**src/rtl/quad_enc_multi.sv**
```systemverilog
// quad_enc_multi: quadrature decoder with input synchronisers, glitch filters,
// scalable step size, Z-index latch/zero, illegal-transition fault and
// windowed velocity measurement.
module quad_enc_multi #(
    parameter int COUNT_W    = 32,
    parameter int FILTER_LEN = 3,
    parameter int VEL_W      = 16,
    parameter int VEL_WINDOW = 1000
) (
    input  logic               clk,
    input  logic               resetn,
    input  logic               a,
    input  logic               b,
    input  logic               z,
    input  logic [7:0]         multiplier,
    input  logic               invert_dir,
    input  logic               count_load,
    input  logic [COUNT_W-1:0] load_value,
    input  logic               index_latch_en,
    input  logic               index_reset_en,
    input  logic               index_ack,
    input  logic               fault_clear,
    output logic [COUNT_W-1:0] count,
    output logic [COUNT_W-1:0] index_count,
    output logic               index_valid,
    output logic               fault,
    output logic [VEL_W-1:0]   velocity,
    output logic               vel_valid
);

    localparam int WIN_W = $clog2(VEL_WINDOW);
    localparam logic [3:0]       FILT_LAST = 4'(FILTER_LEN - 1);
    localparam logic [WIN_W-1:0] WIN_LAST  = WIN_W'(VEL_WINDOW - 1);
    // Saturation limits expressed at accumulator width
    localparam logic signed [COUNT_W-1:0] VEL_MAX = COUNT_W'((2 ** (VEL_W - 1)) - 1);
    localparam logic signed [COUNT_W-1:0] VEL_MIN = ~VEL_MAX;

    // Channel bit order in the 3-bit vectors: [0]=a, [1]=b, [2]=z
    logic [2:0]       sync1_q, sync1_d;
    logic [2:0]       sync2_q, sync2_d;
    logic [2:0]       filt_q, filt_d;
    logic [2:0]       prev_q, prev_d;
    logic [2:0][3:0]  fcnt_q, fcnt_d;

    logic signed [COUNT_W-1:0] count_q, count_d;
    logic signed [COUNT_W-1:0] index_count_q, index_count_d;
    logic signed [COUNT_W-1:0] acc_q, acc_d;
    logic                      index_valid_q, index_valid_d;
    logic                      fault_q, fault_d;
    logic [VEL_W-1:0]          velocity_q, velocity_d;
    logic                      vel_valid_q, vel_valid_d;
    logic [WIN_W-1:0]          win_q, win_d;

    logic [1:0]                cur_pos, prev_pos, delta;
    logic                      is_fwd, is_rev, illegal, z_rise, idx_zero, win_last;
    logic signed [COUNT_W-1:0] mult_ext, step, applied, vel_sum;
    logic [VEL_W-1:0]          vel_sat;

    // Synchronise raw pins and filter: a channel only follows its synchronised
    // level after FILTER_LEN consecutive samples that differ from the current output
    always_comb begin
        sync1_d = {z, b, a};
        sync2_d = sync1_q;
        filt_d  = filt_q;
        fcnt_d  = '0;
        for (int i = 0; i < 3; i++) begin
            if (sync2_q[i] != filt_q[i]) begin
                if (fcnt_q[i] == FILT_LAST) begin
                    filt_d[i] = sync2_q[i];
                end else begin
                    fcnt_d[i] = fcnt_q[i] + 4'd1;
                end
            end
        end
        prev_d = filt_q;
    end

    // Decode: map gray states 00,10,11,01 to positions 0..3 so the position
    // difference tells forward (+1), reverse (-1) or illegal (2)
    always_comb begin
        cur_pos  = {filt_q[1], filt_q[0] ^ filt_q[1]};
        prev_pos = {prev_q[1], prev_q[0] ^ prev_q[1]};
        delta    = cur_pos - prev_pos;
        is_fwd   = (delta == 2'b01);
        is_rev   = (delta == 2'b11);
        illegal  = (delta == 2'b10);
        mult_ext = {{(COUNT_W-8){1'b0}}, multiplier};
        step     = '0;
        if (is_fwd || is_rev) begin
            step = (is_fwd ^ invert_dir) ? mult_ext : -mult_ext;
        end
        z_rise   = filt_q[2] & ~prev_q[2];
        idx_zero = z_rise & index_reset_en;
        // Only steps that actually move the count feed the velocity window
        applied  = (count_load || idx_zero) ? '0 : step;
    end

    // Next-state for count, index, fault and velocity window
    always_comb begin
        if (count_load) begin
            count_d = load_value;
        end else if (idx_zero) begin
            count_d = '0;
        end else begin
            count_d = count_q + step;
        end

        index_count_d = index_count_q;
        index_valid_d = index_valid_q;
        if (z_rise && index_latch_en) begin
            index_count_d = count_q;
            index_valid_d = 1'b1;
        end else if (index_ack) begin
            index_valid_d = 1'b0;
        end

        fault_d = fault_q;
        if (illegal) begin
            fault_d = 1'b1;
        end else if (fault_clear) begin
            fault_d = 1'b0;
        end

        win_last = (win_q == WIN_LAST);
        vel_sum  = acc_q + applied;
        if (vel_sum > VEL_MAX) begin
            vel_sat = VEL_MAX[VEL_W-1:0];
        end else if (vel_sum < VEL_MIN) begin
            vel_sat = VEL_MIN[VEL_W-1:0];
        end else begin
            vel_sat = vel_sum[VEL_W-1:0];
        end

        win_d       = win_last ? '0 : win_q + 1'b1;
        acc_d       = win_last ? '0 : vel_sum;
        velocity_d  = win_last ? vel_sat : velocity_q;
        vel_valid_d = win_last;
    end

    // State registers with synchronous active-low reset
    always_ff @(posedge clk) begin
        if (!resetn) begin
            sync1_q       <= '0;
            sync2_q       <= '0;
            filt_q        <= '0;
            prev_q        <= '0;
            fcnt_q        <= '0;
            count_q       <= '0;
            index_count_q <= '0;
            index_valid_q <= 1'b0;
            fault_q       <= 1'b0;
            acc_q         <= '0;
            win_q         <= '0;
            velocity_q    <= '0;
            vel_valid_q   <= 1'b0;
        end else begin
            sync1_q       <= sync1_d;
            sync2_q       <= sync2_d;
            filt_q        <= filt_d;
            prev_q        <= prev_d;
            fcnt_q        <= fcnt_d;
            count_q       <= count_d;
            index_count_q <= index_count_d;
            index_valid_q <= index_valid_d;
            fault_q       <= fault_d;
            acc_q         <= acc_d;
            win_q         <= win_d;
            velocity_q    <= velocity_d;
            vel_valid_q   <= vel_valid_d;
        end
    end

    assign count       = count_q;
    assign index_count = index_count_q;
    assign index_valid = index_valid_q;
    assign fault       = fault_q;
    assign velocity    = velocity_q;
    assign vel_valid   = vel_valid_q;

endmodule
```
**config.mk**
```make
export PLATFORM = sky130hd
export DESIGN_NAME = quad_enc_multi
export DESIGN_NICKNAME = d
export VERILOG_FILES = /design/src/rtl/quad_enc_multi.sv
export SDC_FILE = /design/constraint.sdc
export NUM_CORES = 1
export LEC_CHECK = 0
export CAP_MARGIN = 5
export CORE_MARGIN = 10
export CORE_UTILIZATION = 50
export DETAILED_ROUTE_END_ITERATION = 8
export PLACE_DENSITY = 0.82
export SLEW_MARGIN = 20
export SYNTH_ARGS = -nofsm -noshare
export SYNTH_HDL_FRONTEND = slang
export SYNTH_SLANG_ARGS = --single-unit
```
**constraint.sdc**
```tcl
create_clock -name clk -period 7.3 [get_ports clk]
set_input_delay 1.095 -clock clk [delete_from_list [all_inputs] [get_ports clk]]
set_output_delay 1.095 -clock clk [all_outputs]
set_load 0.005 [all_outputs]
```
Yosys cells after proc, flatten, opt, wreduce, memory -nomap -nowiden:

Cells that the tools add are included.

* input bits: 51
* register bits after elaboration: 149
* output and inout bits: 83
* word-level logic and storage cells: 70

* reduce and logical (&&, ||, !) cells: 12
* add/subtract/negate cells: 8
* bitwise operators: 10
* multiplexer cells: 11
* equal/unequal tests: 10
* $lt $le $gt $ge: 2

Operators with widths (number)
* two-way mux 32 bit: 5
* adder 32 bit: 2
* greater-than comparator 32 x 16 -> 1 bit (second input constant): 1
* less-than comparator 32 x 16 -> 1 bit (second input constant): 1
* two-way mux 16 bit: 2
* negation 8 -> 32 bit: 1
* adder 4 x 1 -> 4 bit (second input constant): 3
* equality test 4 x 2 -> 1 bit (second input constant): 3
* adder 10 x 1 -> 10 bit (second input constant): 1
* equality test 10 bit (second input constant): 1
* OR reduction 3 bit: 3
* AND reduction 2 bit: 3
* NOT 1 bit: 5
* equality test 2 bit (second input constant): 2
* two-way mux 1 bit: 4
* nonzero test 2 bit: 2
* != test 1 bit: 3
* bitwise XOR 1 bit: 3
* AND 1 bit: 2
* equality test 2 x 1 -> 1 bit (second input constant): 1
* logical OR 1 bit: 2
* OR reduction 2 bit: 1
* subtractor 2 bit: 1
* logical AND 1 bit: 1

Depth between registers and ports, before layout:

* depth in word-level cells: 11
* gate-level depth with buffers: 25
* mapped depth without buffers: 23

Least setup slack after synthesis:

Ideal clock, no wire load.

* path type: input-to-reg
* start point: input port multiplier[0]
* end point: register velocity_q[10], in the netlist velocity[10]
* data required time: 7.177 ns
* path buffers: 4
* stages: 23
* arrival: 6.008 ns
* setup slack: 1.170 ns
* setup time: 0.123 ns
* cell sequence: inv_1 > ha_1 > nor4b_1 > a211oi_1 > nand3_4 > clkbuf_1 > buf_1 > inv_1 > ha_1 > clkbuf_1 > nand2_1 > nand2_1 > maj3_1 > maj3_1 > nand3_1 > a2111oi_0 > or3_1 > a21oi_1 > xor2_1 > and4b_1 > a41o_2 > buf_6 > a221o_2

* longest elaborated chain between the ends: 8
* elaborated cells between the ends (all ways): 9
* classes of those cells: add/sub (2); order compare (2); mux (5)

RTL lines
* start: declaration: line 15 `input logic [7:0] multiplier,`
* negation 8 -> 32 bit: line 90 `step = (is_fwd ^ invert_dir) ? mult_ext : -mult_ext;`
* two-way mux 32 bit (*): line 90
* two-way mux 32 bit (*): line 89 `if (is_fwd || is_rev) begin`
* two-way mux 32 bit (*): line 95 `applied = (count_load || idx_zero) ? '0 : step;`
* adder 32 bit (*): line 125 `vel_sum = acc_q + applied;`
* less-than comparator 32 x 16 -> 1 bit: line 128 `end else if (vel_sum < VEL_MIN) begin`
* two-way mux 16 bit: line 128
* two-way mux 16 bit (*): line 126 `if (vel_sum > VEL_MAX) begin`
* end signal: assignment: line 168 `velocity_q <= velocity_d;`
* end: declaration: line 50 `logic [VEL_W-1:0] velocity_q, velocity_d;`

Every way passes the cells marked *; elsewhere a longest branch is shown, timed or not.
A chain may end at the register's enable or synchronous reset.

Final worst setup path:

* start point: input port multiplier[0]
* end point: register velocity_q[13], in the netlist velocity[13]

The elaborated chain is that of the path after synthesis.

==> results.md <==
* Crit path max fanout at 15
* Fin Setup TNS at 0 ps
* Critical path arrival at 6770 ps
* VDD IR max at 0.000178 V
* Xor-xnor portion of the synthesized cell area at 9.44%
* Post-Synthesis Cells at 1170
* Worst Setup Path Type: in2reg
* Die ar. at 0.0246 mm2
* Htree depth at 4
* Vias in the first global route at 8286
* Die height at 157 um
* Net Count, Synth at 1273
* EDFF count, synth at 0
* Antenna diodes at 0
* Final antenna-violating net count at 0
* Final hold violations at 0
* WL/cell at 17.6 um
* Met3 Resource Use GR at 4.44%
* GR Util All Layers at 21.4%
* Final WL at 26600 um
* Largest family of logic cells by synthesized area: simple AND/OR/NAND/NOR gates
* Placeable core region at 0.0182 mm2
* # Post-CTS Setup Buffers at 0
* Vias at 8915
* Sequential element share of the synthesized area at 31.9%
* Power Dens Cells at 164 mW/mm2
* Compound-gate portion of the synthesized area at 22.1%
* Gr ovfl total at 0
* Remaining DRCs at 0
* Drt first-iter violations at 735
* Count of nets after finishing at 1375
* MaxCap Viol Count at 0
* Critical path data required time at 7620 ps
* Delay-heaviest family, CP: compound AO/OA/AOI/OAI gates
* CTS tree: done
* Share of the synthesized area in the top cell type at 31.9%
* Critical path's slowest cell: or4b_2
* Async SR Flop Fraction at 0%
* Ys Warns at 0
* Clock Pin Slew Worst Setup and Hold Paths at 70 ps
* Mean Syn Cell Area at 8.00 um2
* Port bufs at 133
* Worst Skew at 11.8 ps
* Io pins at 134
* Worst-Margin Slew at 1050 ps
* Ranking of synthesized cells by area: dfxtp_1 32%, ha_1 6.7%, xnor2_1 5.8%
* Std cell rows at 49
* Mux contribution to synthesized area at 0.669%
* Simple-Gate Fraction of Synth Area at 22.7%
* Worst path cell trace: clkdlybuf4s50_1 > inv_1 > ha_1 > or4b_2 > o21ai_0 > xor2_1 > nor3_1 > ha_1 > a21oi_1 > nand2_1 > o21a_1 > o31a_1 > o31ai_2 > o31a_1 > o21bai_1 > a41oi_1 > xnor2_1 > or4_1 > o41a_1 > a221o_2
* Met2 usage at 33.8%
* Clk buf depth at 2
* Static Leak at 4.52 nW
* M1 GR Usage at 28.1%
* Crit path largest cell delay at 630 ps
* Initial antenna violation count at 1
* Die W at 157 um
* Post-CTS sizing at 0
* GRT busiest layer: met2
* Leading area contributor after synthesis: dfxtp_1
* Post-Syn Area at 0.00936 mm2
* Adder-cell share of the synthesized area at 8.84%
* Clock Latency Late Sink at 430 ps
* First-pass GRT wire length at 43100 um
* Final Wtd Congestion at 0.922
* Largest net degree at the start of global routing at 59
* Post-Place Cells at 1482
* Worst Setup End Kind: flop
* Min Tclk post-route at 6450 ps
* Max-slew violations at 0
* Tot Pwr at 1.87 mW
* Yosys cell types at 87
* Synth-to-Final Area Change at 22.0%
* Status: complete, no violations
* Worst Path Buf+Inv at 2
* Root Buffer: clkbuf_16
* Cts bufs inserted at 17
* Post-Layout Cell Count at 1514
* Share of layout cells above drive strength 1 at 6.61%
* Rel. slew slack at 30.0%
* Hold Path Class: reg2reg
* Hpwl dp at 19500 um
* Final period utilization at 88.3%
* Layout Utilization at 62.7%
* Predominant post-synthesis flop cell: dfxtp_1
* Vias per inst at 5.89
* FF+latch count, synth at 149
* Crit path launch type: input port
* RSZ-0062 raised after global routing: no
* CTS Hold Buffers Added at 0
* Final setup vio count at 0
* First-pass DRT Iterations at 5
* Peak Freq at 155 MHz
* CTS Sinks at 149
* Starting Density at 51.4%
## state kept, by name, summed over array words and instances, names as in the netlist
| signal | count |
|---|---|
| index_valid | 1 |
| filt_q | 3 |
| win_q | 10 |
| sync2_q | 3 |
| vel_valid | 1 |
| prev_q | 3 |
| acc_q | 32 |
| sync1_q | 3 |
| index_count | 32 |
| velocity | 16 |
| count | 32 |
| fcnt_q | 12 |
| fault | 1 |
## metrics by stage
step,setup WS (ps),hold WS [ps],area [um2]
4_1_cts,928,442,11400
2_1_floorplan,1170,412,9360
5_1_grt,541,458,11400
3_3_place_gp,707,413,10800
3_5_place_dp,593,423,10800
6_report,851,437,11400
## layout make-up
type	count	area [um2]
Clock buffer	18	439
Clock inverter	14	156
Fill cell	1539	6790
Inverter	34	128
Multi-Input combinational cell	920	5970
Sequential cell	149	2980
Tap cell	229	287
Timing Repair Buffer	150	1460
## worst paths after layout
check                       to  slack (ps)     startpoint  depth (start not counted)
hold reg to reg     sync2_q[0]         440     sync1_q[0]                          1
hold / removal      sync2_q[0]         440     sync1_q[0]                          1
setup reg to reg  velocity[13]        1180      filt_q[1]                         21
setup / recovery  velocity[13]         850  multiplier[0]                         20
## Yosys cell counts (9+ instances only)
cell      count
inv_1        33
a21o_1       17
nor3_1       27
nand2b_1     11
nand2_1     140
maj3_1       15
o21ai_0      48
or2_2         9
nor2_1      128
nand3_1      31
a221o_1       9
and2_1       40
o21a_1        9
a211oi_1     11
a21oi_1      89
a22oi_1      16
and3_1       14
xnor2_1      62
xor2_1       33
ha_1         50
clkbuf_1     50
dfxtp_1     149
nand4_1       9
## power breakdown
part / switching, mW / total [mW] / internal [mW] / leakage, nW
logic: 0.0680 / 0.141 / 0.0726 / 3.02
registers: 0.0184 / 0.845 / 0.826 / 1.21
clock network: 0.414 / 0.882 / 0.468 / 0.290
total: 0.500 / 1.87 / 1.37 / 4.52
## worst reg2reg max path, cell delays in order (launching register included)
cell and delay (ps):
dfxtp_1 420, xnor2_1 160, ha_1 180, xnor3_2 340
nand2_1 120, xor2_1 490, a21boi_0 290, xnor2_1 170
nor3_1 80, ha_1 360, o211ai_1 250, a21boi_0 140
o21a_1 140, o31a_1 280, o31ai_2 350, o31a_1 220
o21bai_1 120, a41oi_1 300, xnor2_1 150, or4_1 490
o41a_1 580, a221o_2 370
## cells in the final DEF, fill, tap and decap left out, types with 27 or more instances in the layout
master           instances
nand2_1                140
nand3_1                 31
o21ai_0                 48
xnor2_1                 62
a21oi_1                 89
dfxtp_1                149
inv_1                   32
ha_1                    50
xor2_1                  33
clkdlybuf4s50_1        133
nor3_1                  27
nor2_1                 127
and2_1                  40
## routing by layer
layer	vias up	routed length (um)
met2	399	11900
met1	4091	11700
met3	44	2350
met4	2	631
met5	-	9
li1	4379	-
## cell families (layout without fill, tap and decap cells)
| group | after synthesis | count (layout) |
|---|---|---|
| compound gates | 302 | 302 |
| fa+ha+maj | 68 | 68 |
| xor+xnor | 97 | 97 |
| buf+inv | 101 | 216 |
| flops | 149 | 149 |
| mux | 5 | 5 |
| simple gates | 448 | 448 |
Power figures use the tool's default switching activity.
==> patch 1 (config.mk and constraints unchanged) <==
Make the reset (`resetn`) asynchronous in one clocked block. Comments in the files are not updated.
--- a/src/rtl/quad_enc_multi.sv
+++ b/src/rtl/quad_enc_multi.sv
@@ -139,5 +139,5 @@
 
     // State registers with synchronous active-low reset
-    always_ff @(posedge clk) begin
+    always_ff @(posedge clk or negedge resetn) begin
         if (!resetn) begin
             sync1_q       <= '0;
Check against the original RTL: differs if resetn is asserted again (counterexample within 4 cycles, from zero or initial values and one cycle with resetn low); with resetn held inactive, the same outputs for 10 cycles.
==> patch 1 against the original RTL <==
Wire length grew 1.0%. Final area grew 4.3%. Area after synthesis rose by 4.2%. Sequential cell count is the same. Global-route usage is 0.55 points lower. Non-clock buffer count down 7. Setup slack worse by 0.11 ns. Highest routed layer is now met4.
Power is not shown: default switching activity piles up to over one toggle a cycle in this logic, so the estimate is an artifact.
==> patch 1: results (changes against the original RTL) <==
| Metric | Value |
|---|---|
| Outcome | finished clean (unchanged) |
| Met3 usage | 4.602% (was 4.441%) |
| Fill cells | 1592 (was 1539) |
| Drt via density | 5.888 (about the same) |
| Share of cells above drive strength 1 | 10.14% (was 6.615%) |
| R2r worst-path depth | 22 (was 21) |
| R2r setup slk | 0.74 ns (was 1.18 ns) |
| GPL Wtd Cong | 0.9495 (was 0.9220) |
| CP max stage delay | 0.59 ns (was 0.63 ns) |
| Cell area after layout | 0.01191 mm2 (was 0.01142 mm2) |
| Top FF cell, synth | dfrtp_1 (was dfxtp_1) |
| Setup crit end | count[30]$_DFF_PN0_ (was velocity[13]$_SDFFE_PN0P_) |
| Worst r2r src | prev_q[1]$_DFF_PN0_ (was filt_q[1]$_SDFFE_PN0P_) |
| Total track usage | 20.80% (was 21.35%) |
| Adder-cell share of the synthesized area | 8.215% (was 8.838%) |
| Async set or reset register ratio after synthesis | 100.0% (was 0%) |
| Clock Skew | 0.01152 ns (was 0.01179 ns) |
| Post-synthesis xor/xnor area fraction | 8.831% (was 9.440%) |
| Initial antenna violation count | 0 (was 1) |
| Global-route wire length before repair | 44030 um (was 43120 um) |
| Post-synthesis compound-gate area fraction | 20.49% (was 22.06%) |
| CP required | 7.59 ns (was 7.62 ns) |
| Synth top cells by count | 149 x dfrtp_1, 111 x nor2_1, 69 x nand2_1, 61 x a21oi_1, 61 x o21ai_0 (was 149 x dfxtp_1, 140 x nand2_1, 128 x nor2_1, 89 x a21oi_1, 62 x xnor2_1) |
| Synth unique cells | 91 (was 87) |
| Post-DP HPWL | 19310 um (was 19540 um) |
==> patch 1: cell types whose count changed in the layout (fill, tap and decap cells not counted), sizes merged, moves of 18 or more <==
cell,delta
and2,-32
a21oi,-18
mux2,+36
dfrtp,+149
o21ai,+18
dfxtp,-149
nand2,-71
==> patch 1: layer usage <==
metal  share of wire, %  wire [um]  vias to the layer above
met3                7.2       1924                       48
li1                   -          -                     3970
met1                 45      12180                     4052
met4                1.7        455                        0
met5                  0          0                        -
met2                 46      12300                      344
==> patch 1: worst min path at each step <==
| stage | endpoint | slack [ns] | from |
|---|---|---|---|
| 4_1_cts | sync2_q[0]$_DFF_PN0_ | 0.35 | sync1_q[0]$_DFF_PN0_ |
| 3_3_place_gp | sync2_q[0]$_DFF_PN0_ | 0.33 | sync1_q[0]$_DFF_PN0_ |
| 2_1_floorplan | sync2_q[0]$_DFF_PN0_ | 0.33 | sync1_q[0]$_DFF_PN0_ |
| 3_5_place_dp | sync2_q[0]$_DFF_PN0_ | 0.34 | sync1_q[0]$_DFF_PN0_ |
| 6_report | sync2_q[0]$_DFF_PN0_ | 0.35 | sync1_q[0]$_DFF_PN0_ |
| 5_1_grt | sync2_q[0]$_DFF_PN0_ | 0.36 | sync1_q[0]$_DFF_PN0_ |
==> patch 1: layout make-up <==
type                       instances  area share (%)
clock inverter                    12           1.208
inverter                          39           1.292
clock buffer                      19           3.720
multi-input combinational        802           47.86
sequential                       149           31.31
tap                              265           2.784
timing repair buffer             143           11.82
==> patch 1: worst reg2reg max path, cell delays in order (launching register included) <==
cell and delay, ns:
dfrtp_1 0.45, xor2_1 0.19, ha_2 0.59, clkinv_1 0.15, buf_4 0.20, nand2_1 0.08, xor2_1 0.49, mux2i_1 0.33
nor2_1 0.13, fa_1 0.47, a21o_1 0.19, a21oi_1 0.26, o21bai_1 0.14, a211oi_1 0.34, o31ai_1 0.20, o311ai_1 0.37
a21boi_0 0.25, nor4b_1 0.43, o41ai_1 0.21, a2111o_1 0.43, a31oi_1 0.22, xor2_1 0.19, o21ai_0 0.11
==> patch 1: per-stage QoR <==
step / setup WS [ns] / hold WS, ns / std cells
2_1_floorplan: 1.847 / 0.3312 / 1026
3_3_place_gp: 0.6184 / 0.3347 / 1398
3_5_place_dp: 0.5742 / 0.3362 / 1398
4_1_cts: 0.4607 / 0.3512 / 1429
5_1_grt: 0.1606 / 0.3586 / 1429
6_report: 0.7449 / 0.3510 / 1429
==> patch 1: kinds of logic (layout without fill, tap and decap cells) <==
family / count (synthesis) / after routing
compound gates: 296 / 296
xor+xnor: 88 / 88
fa+ha+maj: 63 / 63
buf+inv: 75 / 213
flops: 149 / 149
mux: 41 / 41
simple gates: 314 / 314
==> patch 2 (same flow settings) <==
Made on the original files. Change the parameter `VEL_W` from 16 to 15.
--- a/src/rtl/quad_enc_multi.sv
+++ b/src/rtl/quad_enc_multi.sv
@@ -5,5 +5,5 @@
     parameter int COUNT_W    = 32,
     parameter int FILTER_LEN = 3,
-    parameter int VEL_W      = 16,
+    parameter int VEL_W      = 15,
     parameter int VEL_WINDOW = 1000
 ) (
Interface: changed (resized velocity); port bits go from 134 to 133. No check against the original RTL was run, so the function may have changed too.
==> patch 2 against the original RTL <==
Wire length decreased by 2.3%. Count of clock-buffer cells in the layout increased by 1. Setup slack improved by 0.068 ns. Power decreased by 0.16%. Area after synthesis decreased by 3.0%. Sequential cell count decreased by 1. Via count decreased by 4.8%. Final area decreased by 2.8%. Largest cell class unchanged.
==> patch 2: results (changes against the original RTL) <==
| Metric | Value |
|---|---|
| N_diodes | 1 (was 0) |
| M1 GR Usage | 25.83% (was 28.12%) |
| Buffer share of cell area | 12.92% (was 12.78%) |
| Ranking of synthesized cells by area | dfxtp_1 33%, ha_1 7.7%, nand2_1 5.6% (was dfxtp_1 32%, ha_1 6.7%, xnor2_1 5.8%) |
| Internal power | 1.406 mW (was 1.367 mW) |
| Arrival time at the worst endpoint | 6.76 ns (was 6.77 ns) |
| GR Util met2 | 34.88% (was 33.80%) |
| Post-DP HPWL | 18980 um (was 19540 um) |
| ClkCell Share | 5.218% (was 5.216%) |
| Routed WL | 25980 um (was 26590 um) |
| DR iter-0 viols | 671 (was 735) |
| Met3 usage | 5.768% (was 4.441%) |
| Hold Buf Count CTS | 0 (unchanged) |
| Mux cell area share after synthesis | 0.2206% (was 0.6685%) |
| Outcome | finished clean (unchanged) |
| Inverter count | 27 (was 34) |
| Clock buffer count from CTS | 17 (unchanged) |
| Comb_multi_in | 874 (was 920) |
| Clock Skew | 0.009611 ns (was 0.01179 ns) |
| Synth top cells by count | 148 x dfxtp_1, 135 x nand2_1, 111 x nor2_1, 91 x a21oi_1, 57 x xnor2_1 (was 149 x dfxtp_1, 140 x nand2_1, 128 x nor2_1, 89 x a21oi_1, 62 x xnor2_1) |
| Clock Buffer Count | 19 (was 18) |
| GPL Wtd Cong | 0.9713 (was 0.9220) |
| Global-route wire length before repair | 42280 um (was 43120 um) |
| Post-synthesis xor/xnor area fraction | 9.887% (was 9.440%) |
| Nets | 1324 (was 1375) |
| Area taken by multi-input logic gates | 0.005733 mm2 (was 0.005967 mm2) |
| Seq area share | 26.69% (was 26.12%) |
| Leak | 4.507 nW (was 4.517 nW) |
| Total Power Consumption | 1.864 mW (was 1.867 mW) |
| Sequential share of the synthesized area | 32.65% (was 31.88%) |
| Comb. pwr | 0.150 mW (was 0.141 mW) |
| Number of global-route vias before repair | 8323 (was 8286) |
| H-tree Lvls | 4 (unchanged) |
| Drt first pass iters | 5 (unchanged) |
| PortBufs | 132 (was 133) |
| Fill cells | 1575 (was 1539) |
| Critical Path Fanout Max | 14 (was 15) |
| Share of cells above drive strength 1 | 5.700% (was 6.615%) |
| Syn_nets | 1215 (was 1273) |
| Bufs w/o clock | 147 (was 150) |
| Adder-cell share of the synthesized area | 9.818% (was 8.838%) |
| Largest net degree at the start of global routing | 66 (was 59) |
| Initial antenna violation count | 0 (was 1) |
| Flop pwr share | 44.9% (was 45.3%) |
| Maximum vdd drop | 0.0001802 V (was 0.0001778 V) |
| Slew @ Worst Pin | 0.8759 ns (was 1.049 ns) |
| Number of sequential cells | 148 (was 149) |
| Drt via density | 5.824 (was 5.888) |
| Total track usage | 21.25% (was 21.35%) |
| Post-synthesis compound-gate area fraction | 20.93% (was 22.06%) |
patch 2: cell types whose count changed after synthesis, moves of 8 or more:
cell / change
a22oi_1: +8
nor3_1: +9
nor2_1: -17
clkbuf_1: -11
and2_1: -12
o21ai_0: -11
patch 2: worst max-delay path, stage by stage:
cell and delay, ns:
clkdlybuf4s50_1 0.47, inv_1 0.13, ha_1 0.30, or4b_1 0.56, o21ai_0 0.23, xor2_1 0.21
nor3_1 0.07, ha_1 0.22, or3_1 0.42, o21ai_0 0.36, a211o_1 0.17, and2_1 0.24
o31ai_4 0.10, o211ai_1 0.22, nand2_1 0.08, maj3_1 0.37, xnor2_1 0.18, nand4bb_1 0.25
o41ai_4 0.81, a221o_1 0.26
patch 2: path summary, 6_finish.rpt:
check	startpoint	end	slack, ns	cells past startpoint
setup / recovery	multiplier[0]	velocity[8]$_SDFFE_PN0P_	0.92	20
hold / removal	sync1_q[2]$_SDFF_PN0_	sync2_q[2]$_SDFF_PN0_	0.43	1
setup reg to reg	filt_q[1]$_SDFFE_PN0P_	velocity[8]$_SDFFE_PN0P_	1.21	23
hold reg to reg	sync1_q[2]$_SDFF_PN0_	sync2_q[2]$_SDFF_PN0_	0.43	1
patch 2: routing by layer:
layer  vias up  part of all wire (%)
li1       4174                     -
met1      3999                    44
met2       262                    47
met3        56                   6.1
met4         0                   2.4
met5         -                     0
patch 2: metrics by stage:
stage | setup slack [ns] | instances | util (%) | cell area, um2
2_1_floorplan | 1.254 | 1106 | - | 9074
3_3_place_gp | 0.6895 | 1425 | 58.76 | 10520
3_5_place_dp | 0.4728 | 1425 | 58.76 | 10520
4_1_cts | 0.9292 | 1457 | 62.00 | 11100
5_1_grt | 0.3642 | 1457 | 62.00 | 11100
6_report | 0.9186 | 1458 | 62.01 | 11100
